$ cat src/rtl/chacha20_stream_xor.sv
// chacha20_stream_xor: requests 512-bit keystream blocks from chacha20_top and XORs them word by word
// onto a 32-bit valid/ready stream, stepping the block counter every 16 words.
module chacha20_stream_xor #(
    parameter int WORDS_PER_BLOCK = 16,
    parameter int WORD_W          = 32
) (
    input  logic                              clk,
    input  logic                              reset,
    input  logic                              msg_start,
    input  logic [31:0]                       msg_counter,
    output logic                              ks_start,
    output logic [31:0]                       ks_counter,
    input  logic [WORDS_PER_BLOCK*WORD_W-1:0] ks_keystream,
    input  logic                              ks_done,
    input  logic [WORD_W-1:0]                 in_data,
    input  logic                              in_valid,
    input  logic                              in_last,
    output logic                              in_ready,
    output logic [WORD_W-1:0]                 out_data,
    output logic                              out_valid,
    output logic                              out_last,
    input  logic                              out_ready,
    output logic                              busy,
    output logic                              ctr_overflow
);

    localparam int IDX_W = $clog2(WORDS_PER_BLOCK);

    generate
        if (WORDS_PER_BLOCK != 16 || WORD_W != 32) begin : g_param_check
            $error("chacha20_stream_xor supports only WORDS_PER_BLOCK=16 and WORD_W=32");
        end
    endgenerate

    typedef enum logic [2:0] {
        S_IDLE,
        S_REQ,
        S_GAP,
        S_STREAM,
        S_ERROR
    } state_t;

    state_t             r_state;
    state_t             w_next_state;
    logic [31:0]        r_ctr;
    logic [WORD_W-1:0]  r_buf [WORDS_PER_BLOCK];
    logic [IDX_W-1:0]   r_idx;
    logic [WORD_W-1:0]  r_out_data;
    logic               r_out_valid;
    logic               r_out_last;
    logic               r_overflow;

    logic               w_in_ready;
    logic               w_in_fire;
    logic               w_start_ok;
    logic               w_last_word;
    logic               w_ctr_max;

    // A new message may only begin once the previous one has fully drained from the output register.
    assign w_start_ok  = msg_start && !r_out_valid;
    assign w_in_ready  = (r_state == S_STREAM) && (!r_out_valid || out_ready);
    assign w_in_fire   = in_valid && w_in_ready;
    assign w_last_word = (r_idx == IDX_W'(WORDS_PER_BLOCK - 1));
    assign w_ctr_max   = (r_ctr == 32'hFFFF_FFFF);

    assign ks_start     = (r_state == S_REQ);
    assign ks_counter   = r_ctr;
    assign in_ready     = w_in_ready;
    assign out_data     = r_out_data;
    assign out_valid    = r_out_valid;
    assign out_last     = r_out_last;
    assign ctr_overflow = r_overflow;
    assign busy         = ((r_state != S_IDLE) && (r_state != S_ERROR)) || r_out_valid;

    always_comb begin
        w_next_state = r_state;
        case (r_state)
            S_IDLE, S_ERROR: begin
                if (w_start_ok) w_next_state = S_REQ;
            end
            S_REQ: begin
                if (ks_done) w_next_state = S_GAP;
            end
            // One idle cycle with ks_start low so chacha20_top sees a fresh rising request.
            S_GAP: begin
                w_next_state = S_STREAM;
            end
            S_STREAM: begin
                if (w_in_fire) begin
                    if (in_last) begin
                        w_next_state = S_IDLE;
                    end else if (w_last_word) begin
                        w_next_state = w_ctr_max ? S_ERROR : S_REQ;
                    end
                end
            end
            default: begin
                w_next_state = S_IDLE;
            end
        endcase
    end

    always_ff @(posedge clk) begin
        if (reset) begin
            r_state     <= S_IDLE;
            r_ctr       <= '0;
            r_idx       <= '0;
            r_out_data  <= '0;
            r_out_valid <= 1'b0;
            r_out_last  <= 1'b0;
            r_overflow  <= 1'b0;
            for (int i = 0; i < WORDS_PER_BLOCK; i++) begin
                r_buf[i] <= '0;
            end
        end else begin
            r_state <= w_next_state;

            case (r_state)
                S_IDLE, S_ERROR: begin
                    if (w_start_ok) begin
                        r_ctr      <= msg_counter;
                        r_overflow <= 1'b0;
                    end
                end
                S_REQ: begin
                    if (ks_done) begin
                        r_idx <= '0;
                        for (int i = 0; i < WORDS_PER_BLOCK; i++) begin
                            r_buf[i] <= ks_keystream[i*WORD_W +: WORD_W];
                        end
                    end
                end
                S_STREAM: begin
                    if (w_in_fire) begin
                        r_idx <= r_idx + 1'b1;
                        if (!in_last && w_last_word) begin
                            if (w_ctr_max) r_overflow <= 1'b1;
                            else           r_ctr      <= r_ctr + 32'd1;
                        end
                    end
                end
                default: begin
                end
            endcase

            // Output skid: a new word reloads the register, otherwise a downstream accept empties it.
            if (w_in_fire) begin
                r_out_data  <= in_data ^ r_buf[r_idx];
                r_out_last  <= in_last;
                r_out_valid <= 1'b1;
            end else if (out_ready) begin
                r_out_valid <= 1'b0;
            end
        end
    end

endmodule

$ cat config.mk
export PLATFORM = sky130hd
export DESIGN_NAME = chacha20_stream_xor
export DESIGN_NICKNAME = d
export VERILOG_FILES = /design/src/rtl/chacha20_stream_xor.sv
export SDC_FILE = /design/constraint.sdc
export NUM_CORES = 1
export LEC_CHECK = 0
export ABC_AREA = 0
export CELL_PAD_IN_SITES_DETAIL_PLACEMENT = 1
export CELL_PAD_IN_SITES_GLOBAL_PLACEMENT = 2
export CORE_ASPECT_RATIO = 2
export CORE_MARGIN = 4
export CORE_UTILIZATION = 37
export DETAILED_ROUTE_END_ITERATION = 8
export PLACE_DENSITY_LB_ADDON = 0.1
export SETUP_SLACK_MARGIN = 0.05
export SYNTH_ARGS = -nofsm -noshare
export SYNTH_HDL_FRONTEND = slang
export SYNTH_SLANG_ARGS = --single-unit
$ cat constraint.sdc
create_clock -name clk -period 47.4 [get_ports clk]
set_input_delay 9.48 -clock clk [delete_from_list [all_inputs] [get_ports clk]]
set_output_delay 9.48 -clock clk [all_outputs]
set_load 0.005 [all_outputs]
After elaboration in Yosys (flattened, before gate mapping)
Memories as Yosys holds them, arrays and structs flattened. A register that Yosys moved wholly into a read port is not among the register bits.
Cells that the tools add are included.
{"block": "op_classes", "n_addsub": 2, "muxes": 46, "n_reduce_logical": 19, "bitwise": 17, "eq_ne": 14}
{"op": "$mux 32", "count": 20}
{"op": "$pmux 32 s2", "count": 1}
{"op": "$add 32x1->32 const B", "count": 1}
{"op": "$eq 32x32->1 const B", "count": 1}
{"op": "$xor 32x32->32", "count": 1}
{"op": "$mux 3", "count": 6}
{"op": "$mux 4", "count": 4}
{"op": "$or 1x1->1", "count": 16}
{"op": "$mux 1", "count": 12}
{"op": "$pmux 3 s4", "count": 1}
{"op": "$reduce_and 5->1", "count": 2}
{"op": "$ne 2x2->1 const B", "count": 4}
{"op": "$pmux 4 s2", "count": 1}
{"op": "$eq 3x2->1 const B", "count": 2}
{"op": "$ne 3x3->1 const B", "count": 2}
{"op": "$reduce_bool 2->1", "count": 3}
{"op": "$logic_and 1x1->1", "count": 5}
{"op": "$add 4x1->4 const B", "count": 1}
{"op": "$eq 4x4->1 const B", "count": 1}
{"op": "$ne 2x1->1 const B", "count": 2}
{"op": "$reduce_and 4->1", "count": 1}
{"op": "$eq 3x1->1 const B", "count": 1}
{"op": "$eq 3x3->1 const B", "count": 1}
{"op": "$logic_not 3->1", "count": 1}
{"op": "6 further kinds", "count": 8}
{"block": "word_totals", "word_cells": 106, "in_bits": 583, "out_inout_bits": 70, "ff_bits": 74, "mem_bits_rw": 512, "memories": 1}
{"memory": "r_buf", "words": 16, "width": 32, "read_ports": 1, "rd_ports_with_merged_regs": 1, "write_ports": 16, "line": "46", "text": "logic [WORD_W-1:0] r_buf [WORDS_PER_BLOCK];"}

Longest topological paths before layout
Gate-level depths: netlist of the first run.
{"block": "depth", "word_depth": 8, "ltp_mapped": 9, "ltp_nobuf": 6}

Worst setup path before layout of the first run
OpenSTA, ideal clock, no wires.
{"block": "synth_path", "path_type": "input port to flip-flop", "start": "in reset", "end": "mem r_buf[0][0], enable pin", "setup_slack_ps": 25651, "path_stages": 3, "arrival_ps": 18039, "setup_time_ps": 3709, "path_cell_list": "clkbuf_1 -> clkinv_1 -> nand2_1"}
{"item": "start: declaration", "line": "8", "text": "input logic reset,"}
{"item": "end: declaration", "line": "46"}

Worst setup path in the final report of the first run
{"block": "layout_path", "start": "in out_ready", "end": "out in_ready"}
{"block": "layout_via", "elab_chain_cells": 2}
{"item": "start: declaration", "line": "22", "text": "input logic out_ready,"}
{"item": "$logic_or 1x1->1", "line": "61", "text": "assign w_in_ready = (r_state == S_STREAM) && (!r_out_valid || out_ready);"}
{"item": "$logic_and 1x1->1", "line": "61"}
{"item": "end: declaration", "line": "18", "text": "output logic in_ready,"}
Every way passes these cells.

==> results of run 1 <==
## layout by cell type (no fill, tap or decap), types with 14 or more instances in the layout
master,instances
sky130_fd_sc_hd__dfxtp_1,76
sky130_fd_sc_hd__and2_1,324
sky130_fd_sc_hd__nor2_1,27
sky130_fd_sc_hd__nand2_1,43
sky130_fd_sc_hd__nand3_1,21
sky130_fd_sc_hd__clkdlybuf4s50_1,651
sky130_fd_sc_hd__o31ai_1,14
sky130_fd_sc_hd__a221oi_2,29
sky130_fd_sc_hd__nand4_1,21
sky130_fd_sc_hd__a21oi_1,56
sky130_fd_sc_hd__a22o_1,30
sky130_fd_sc_hd__o21ai_0,33
sky130_fd_sc_hd__mux4_2,126
sky130_fd_sc_hd__diode_2,42
sky130_fd_sc_hd__nor2b_1,194
sky130_fd_sc_hd__clkbuf_16,56
sky130_fd_sc_hd__edfxtp_1,512
sky130_fd_sc_hd__xor2_1,31
sky130_fd_sc_hd__buf_4,25
## worst min path at each step
stage	from	endpoint	slack (ns)	cells after the start
4_1_cts	out_last$_SDFFE_PP0P_	out_last$_SDFFE_PP0P_	0.48	2
5_1_grt	ctr_overflow$_SDFFE_PP0P_	ctr_overflow$_SDFFE_PP0P_	0.51	2
6_report	ctr_overflow$_SDFFE_PP0P_	ctr_overflow$_SDFFE_PP0P_	0.48	2
2_1_floorplan	ctr_overflow$_SDFFE_PP0P_	ctr_overflow$_SDFFE_PP0P_	0.45	2
3_3_place_gp	ctr_overflow$_SDFFE_PP0P_	ctr_overflow$_SDFFE_PP0P_	0.45	2
3_5_place_dp	out_last$_SDFFE_PP0P_	out_last$_SDFFE_PP0P_	0.47	2
## report_power, final
group	internal [mW]	switching [mW]	total [mW]	leakage, nW
combinational	0.0835	0.0660	0.149	5.79
clock	0.284	0.203	0.487	0.955
sequential	0.616	0.0180	0.634	5.97
## worst min-delay path: stages, from the launching register on
cell	delay, ns
sky130_fd_sc_hd__dfxtp_1	0.32
sky130_fd_sc_hd__nand2_1	0.05
sky130_fd_sc_hd__a21oi_1	0.06
## area by class of cell
| type | count | area (um2) |
|---|---|---|
| Antenna cell | 42 | 105 |
| Clock buffer | 64 | 1440 |
| Clock inverter | 41 | 522 |
| Fill cell | 7141 | 35700 |
| Inverter | 7 | 26.3 |
| Multi-Input combinational cell | 1100 | 9340 |
| Sequential cell | 590 | 16900 |
| Tap cell | 916 | 1150 |
| Timing Repair Buffer | 679 | 6760 |
## metal layers
| metal | vias to the layer above | global-route usage | wire length (um) | part of all wire |
|---|---|---|---|---|
| met5 | - | 0 | 231 | 0.0025 |
| li1 | 8189 | - | - | - |
| met1 | 9040 | 0.269 | 34100 | 0.37 |
| met3 | 168 | 0.0754 | 8500 | 0.093 |
| met2 | 697 | 0.388 | 45800 | 0.50 |
| met4 | 32 | 0.0860 | 3100 | 0.034 |
## sequential cells by signal, summed over array words and instances (netlist names), named ones only
name	cells
ctr_overflow	1
ks_counter	32
out_data	32
out_last	1
out_valid	1
r_buf	512
r_idx	4
r_state	3
## through the flow
stage / power (mW) / cell area (um2) / cells / hold slack (ns) / util
floorplan: 0.727 / 26900 / 1840 / 0.453 / -
global placement: 0.789 / 34200 / 3292 / 0.448 / 0.475
detailed placement: 0.797 / 34200 / 3292 / 0.472 / 0.475
CTS: 1.29 / 36200 / 3397 / 0.482 / 0.502
global route: 1.32 / 36200 / 3415 / 0.506 / 0.503
finish: 1.27 / 36300 / 3439 / 0.482 / 0.504
## cells by family after synthesis
| logic type | count (synthesis) | synth area share |
|---|---|---|
| XOR/XNOR | 33 | 0.0108 |
| multiplexers | 132 | 0.108 |
| AND/OR/NAND/NOR | 691 | 0.155 |
| adder cells (fa/ha/maj) | 2 | 0.000931 |
| AO/OA/AOI/OAI | 242 | 0.0710 |
| buffers and inverters | 150 | 0.0243 |
| flip-flops | 590 | 0.630 |
==> reports/results.md, run 1 <==
- **FFs w/ async S/R, synth** 0
- **relative max-transition margin** 0.206
- **Post-Syn Area per Cell** 14.6 um2
- **average wire per standard cell** 26.7 um
- **depth of the worst register-to-register path** 7
- **number of cells upsized or downsized after cts** 0
- **setup bufs post-CTS** 0
- **Max Transition Viols Final** 0
- **maximum clock frequency** 49.3 MHz
- **data required time of the critical path** 37.92 ns
- **Arrival @ worst endpoint** 10.82 ns
- **distinct cell type count after synthesis** 62
- **leading cell types by count after synthesis** 512 x sky130_fd_sc_hd__edfxtp_1, 325 x sky130_fd_sc_hd__and2_1, 196 x sky130_fd_sc_hd__nor2b_1
- **number of instances in the synthesized netlist** 1840
- **gate family responsible for the most delay along the worst path** buffers and inverters
- **Bufs and invs on worst path** 2
- **Setup Skew** 0.0230 ns
- **largest net degree at the start of global routing** 203
- **number of global-route vias before repair** 20.0k
- **RePlAce Congestion** 0.897
- **detailed-placement wirelength estimate** 67800 um
- **layout overhead on the synthesized area** 34.9%
- **RSZ-0062 raised after global routing** false
- **worst-skew pair later-pin latency** 0.61 ns
- **biggest area contributors in the synthesized netlist** sky130_fd_sc_hd__edfxtp_1 57%, sky130_fd_sc_hd__mux4_2 11%, sky130_fd_sc_hd__and2_1 7.6%
- **number of nets still failing antenna checks after routing** 0
- **Hold-fix buffers, CTS** 0
- **Final Routed Wirelength** 91800 um
- **nets@finish** 3019
- **Clock Tree Buf Depth** 3
- **total core area** 0.0720 mm2
- **Initial Util** 0.373
- **number of iterations in the first detailed-routing pass** 4
- **routed via count divided by cell count** 5.27
- **setup violators final** 0
- **CP Capture Point** in_ready
- **DRC violation count after routing** 0
- **total clock buffers created by CTS** 56
- **total global-route track usage** 0.229
- **mapped cell area** 0.0269 mm2
- **synthesized netlist net count** 2425
- **PortBufs** 652
- **Worst Setup End Kind** output port
- **total number of vias** 18.1k
- **full die area** 0.0773 mm2
- **biggest area consumer among synthesized cells** sky130_fd_sc_hd__edfxtp_1
- **cell mode on critical path** sky130_fd_sc_hd__clkdlybuf4s50_1
- **Critical Path Source** out_ready
- **outcome** finished clean
- **EDFF count, synth** 512
- **H-tree lvl count** 2
- **CTS clock-pin slew for the worst setup and hold paths** 0.07 ns
- **clock tree from TritonCTS** done
- **share of the yosys chip area belonging to registers** 0.630
- **global-route wire length before repair** 131000 um
- **most common cell in the synthesized netlist** sky130_fd_sc_hd__edfxtp_1
- **R2R Setup Slk** 43.76 ns
- **list of cells traversed by the critical path** clkdlybuf4s50_1 > nand2b_1 > and2_1 > clkdlybuf4s50_1
- **critical register-to-register path endpoint** out_data[10]$_SDFFE_PP0P_
- **slew of the pin with the lowest slew margin** 1.19 ns
- **root buf cell** sky130_fd_sc_hd__clkbuf_16
- **peak per-stage delay on the critical path** 0.50 ns
- **vertical die dimension** 389 um
- **width of the die** 199 um
- **Worst path slowest cell** sky130_fd_sc_hd__clkdlybuf4s50_1
- **Min-Delay Path Class** reg -> reg
- **number of flip-flops and latches in the synthesized netlist** 590
- **power per standard cell area** 35.0 mW/mm2
- **P_leak** 12.7 nW
- **worst-case vdd ir drop** 0.0000314 V
- **setup slack of the critical path after layout** 27.10 ns
- **fraction of final layout cells sized beyond drive strength 1** 0.118
- **Site Rows** 139
- **Ys Warns** 0
- **most frequently used flop master after synthesis** sky130_fd_sc_hd__edfxtp_1
- **sort of element at the start of the critical path** input port
- **number of I/O pins** 653
- **Place WS** 27.10 ns
- **Worst path depth** 4
- **share of the clock period used by the worst path after layout** 0.428
- **Final min period** 20.30 ns
- **Max Cap Viol** 0
- **final global-route overflow total** 0
- **TritonCTS sink count** 590
- **worst setup path class** in -> out
- **first-iteration detailed-routing DRC count** 1073
- **setup TNS** 0 ns
- **final hold violation count** 0
- **Critical Path Fanout Max** 5
- **initial antenna violation count** 53
- **share of Yosys cell area claimed by the top area cell type** 0.572
No activity file was read; power rests on OpenSTA's default activity.
==> run 2: changes to the inputs <==
Settings changed: CORE_UTILIZATION 37 to 31.
Clock period 47.4 ns to 16.3 ns, I/O delays scaled along.
==> reports/results.md, run 2 (synthesis gave the netlist of run 1 again) <==
- **outcome** finished clean
- **post-layout total power** 3.58 mW, +180%
- **Setup Skew** 0.0252 ns, +0.00222 ns
- **setup violators final** 0, unchanged
- **average wire per standard cell** 26.4 um, -1.1%
- **CTS clock-pin slew for the worst setup and hold paths** 0.06 ns, about the same
- **Final min period** 7.86 ns
- **worst-skew pair later-pin latency** 0.62 ns, about the same
- **Worst Hold Launch** ctr_overflow$_SDFFE_PP0P_
- **layout overhead on the synthesized area** 35.0%, about the same
- **worst setup path class** in -> out
- **root buf cell** sky130_fd_sc_hd__clkbuf_16
- **gate family responsible for the most delay along the worst path** buffers and inverters
- **final global-route overflow total** 0, unchanged
- **Worst Setup End Kind** output port
- **power per standard cell area** 98.6 mW/mm2, +180%
- **total core area** 0.0860 mm2, +19%
- **number of I/O pins** 653, unchanged
- **top library cells by usage in the layout, fill and taps aside** 651 x sky130_fd_sc_hd__clkdlybuf4s50_1, 512 x sky130_fd_sc_hd__edfxtp_1, 324 x sky130_fd_sc_hd__and2_1
- **NetSw** 843 uW, +190%
- **RSZ-0062 raised after global routing** false
- **Hold-fix buffers, CTS** 0, unchanged
- **Clock Tree Buf Depth** 3, unchanged
- **Worst path slowest cell** sky130_fd_sc_hd__clkdlybuf4s50_1
- **peak per-stage delay on the critical path** 0.50 ns, about the same
- **largest net degree at the start of global routing** 179, -12%
- **setup TNS** 0 ns, unchanged
- **part of the power in the clock network** 0.361, -0.022
- **Worst path depth** 4, unchanged
- **vertical die dimension** 424 um, +9.1%
- **relative max-transition margin** 0.272, +0.0663
- **list of cells traversed by the critical path** clkdlybuf4s50_1 > nand2b_1 > and2_1 > clkdlybuf4s50_1
- **worst hold path cell count** 2, unchanged
- **share of the clock period used by the worst path after layout** 0.482
- **Bufs and invs on worst path** 2, unchanged
- **RePlAce Congestion** 0.916, +2.1%
- **DRC violation count after routing** 0, unchanged
- **number of nets still failing antenna checks after routing** 0, unchanged
- **Arrival @ worst endpoint** 4.60 ns, -6.22 ns
- **maximum clock frequency** 127 MHz
- **R2R Setup Slk** 12.16 ns, -31.60 ns
- **fraction of final layout cells sized beyond drive strength 1** 0.115, -0.00246
- **global-route wire length before repair** 138000 um, +5.6%
- **depth of the worst register-to-register path** 7, unchanged
- **most common cell after layout, fill and taps aside** sky130_fd_sc_hd__clkdlybuf4s50_1
- **detailed-placement wirelength estimate** 71400 um, +5.3%
- **initial antenna violation count** 32, -40%
- **final hold violation count** 0, unchanged
- **worst-case vdd ir drop** 0.0000779 V, +150%
- **nets@finish** 3023, +0.13%
- **max FFs per register** 512, unchanged
- **Final Routed Wirelength** 96400 um, +5.1%
- **cell mode on critical path** sky130_fd_sc_hd__clkdlybuf4s50_1
- **sort of element at the start of the critical path** input port
- **number of iterations in the first detailed-routing pass** 5, +1
- **width of the die** 216 um, +8.9%
- **net switching fraction of the power** 0.236, +0.00953
- **Endpoint, Worst Hold** ctr_overflow$_SDFFE_PP0P_
- **total global-route track usage** 0.204, -0.0245
- **routed via count divided by cell count** 4.92, -6.6%
- **combinational group share of total power** 0.124, +0.006
- **P_leak** 12.6 nW, -0.73%
- **slew of the pin with the lowest slew margin** 1.09 ns, -0.0995 ns
- **clock tree from TritonCTS** done
- **first-iteration detailed-routing DRC count** 1299, +21%
- **full die area** 0.0918 mm2, +19%
- **data required time of the critical path** 13.04 ns, -24.88 ns
- **setup bufs post-CTS** 0, unchanged
- **RR Startpoint** r_state[0]$_SDFFE_PP0P_
- **Max Transition Viols Final** 0, unchanged
- **Critical Path Fanout Max** 5, unchanged
- **Max Cap Viol** 0, unchanged
- **Seq pwr share** 0.515, +0.016
- **largest register by flop count** r_buf
- **number of cells upsized or downsized after cts** 0, unchanged
- **total number of vias** 18.0k, -0.76%
- **H-tree lvl count** 2, unchanged
- **internal power summed over all cells** 2.74 mW, +180%
- **Site Rows** 152, +9.4%
- **total clock buffers created by CTS** 56, unchanged
- **Initial Util** 0.313, -0.0606
- **TritonCTS sink count** 590, unchanged
- **Min-Delay Path Class** reg -> reg
- **number of global-route vias before repair** 20.1k, +0.48%
- **PortBufs** 652, unchanged
- **critical register-to-register path endpoint** r_buf[7][22]$_SDFFCE_PN0P_
==> run 2: cell types whose count changed in the layout (fill, tap and decap cells not counted), sizes merged <==
cell      delta
bufinv       -9
clkinv       -7
clkbuf      +13
diode       -26
clkinvlp     -2
inv          +2
buf          +4
==> run 2: power groups by stage <==
| stage | Combinational (mW) | Clock [mW] | Sequential [mW] |
|---|---|---|---|
| final | 0.445 | 1.29 | 1.84 |
| after global routing | 0.479 | 1.39 | 1.85 |
| after CTS | 0.454 | 1.34 | 1.84 |
| after detailed placement | 0.452 | 0 | 1.88 |
| after global placement | 0.444 | 0 | 1.87 |
| after floorplan | 0.202 | 0 | 1.91 |
==> run 2: tightest hold or removal path, cell delays in order (launching register included) <==
cell	delay [ns]
sky130_fd_sc_hd__dfxtp_1	0.32
sky130_fd_sc_hd__nand2_1	0.05
sky130_fd_sc_hd__a21oi_1	0.06
==> run 2: worst max path at each step <==
| stage | start | to | slack [ns] |
|---|---|---|---|
| 4_1_cts | out_ready | in_ready | 8.43 |
| 6_report | out_ready | in_ready | 8.44 |
| 5_1_grt | out_ready | in_ready | 8.35 |
| 2_1_floorplan | reset | r_buf[0][0]$_SDFFCE_PN0P_ | 0.77 |
| 3_3_place_gp | out_ready | in_ready | 8.45 |
| 3_5_place_dp | out_ready | in_ready | 8.43 |
==> run 2: per-stage QoR <==
stage	hold WS (ns)	setup WS, ns	area, um2	cells	utilization
after floorplan	0.453	0.771	26900	1840	-
after global placement	0.470	8.45	34500	3535	0.402
after detailed placement	0.469	8.43	34500	3535	0.402
after CTS	0.477	8.43	36300	3637	0.422
after global routing	0.508	8.35	36300	3640	0.422
final	0.476	8.44	36300	3653	0.422
==> run 2: layout make-up <==
| cell class | count | area [um2] |
|---|---|---|
| Antenna cell | 16 | 40.0 |
| Clock buffer | 77 | 1520 |
| Clock inverter | 25 | 216 |
| Fill cell | 8827 | 49700 |
| Inverter | 7 | 26.3 |
| Multi-Input combinational cell | 1100 | 9340 |
| Sequential cell | 590 | 16900 |
| Tap cell | 1155 | 1450 |
| Timing Repair Buffer | 683 | 6780 |
==> run 2: routing by layer <==
metal	part of all wire	vias to the layer above	global-route usage	routed length, um
met4	0.025	28	0.0562	2380
met5	0.0020	-	0	195
met3	0.078	136	0.0624	7530
met1	0.40	8966	0.252	38900
met2	0.49	694	0.349	47400
li1	-	8165	-	-
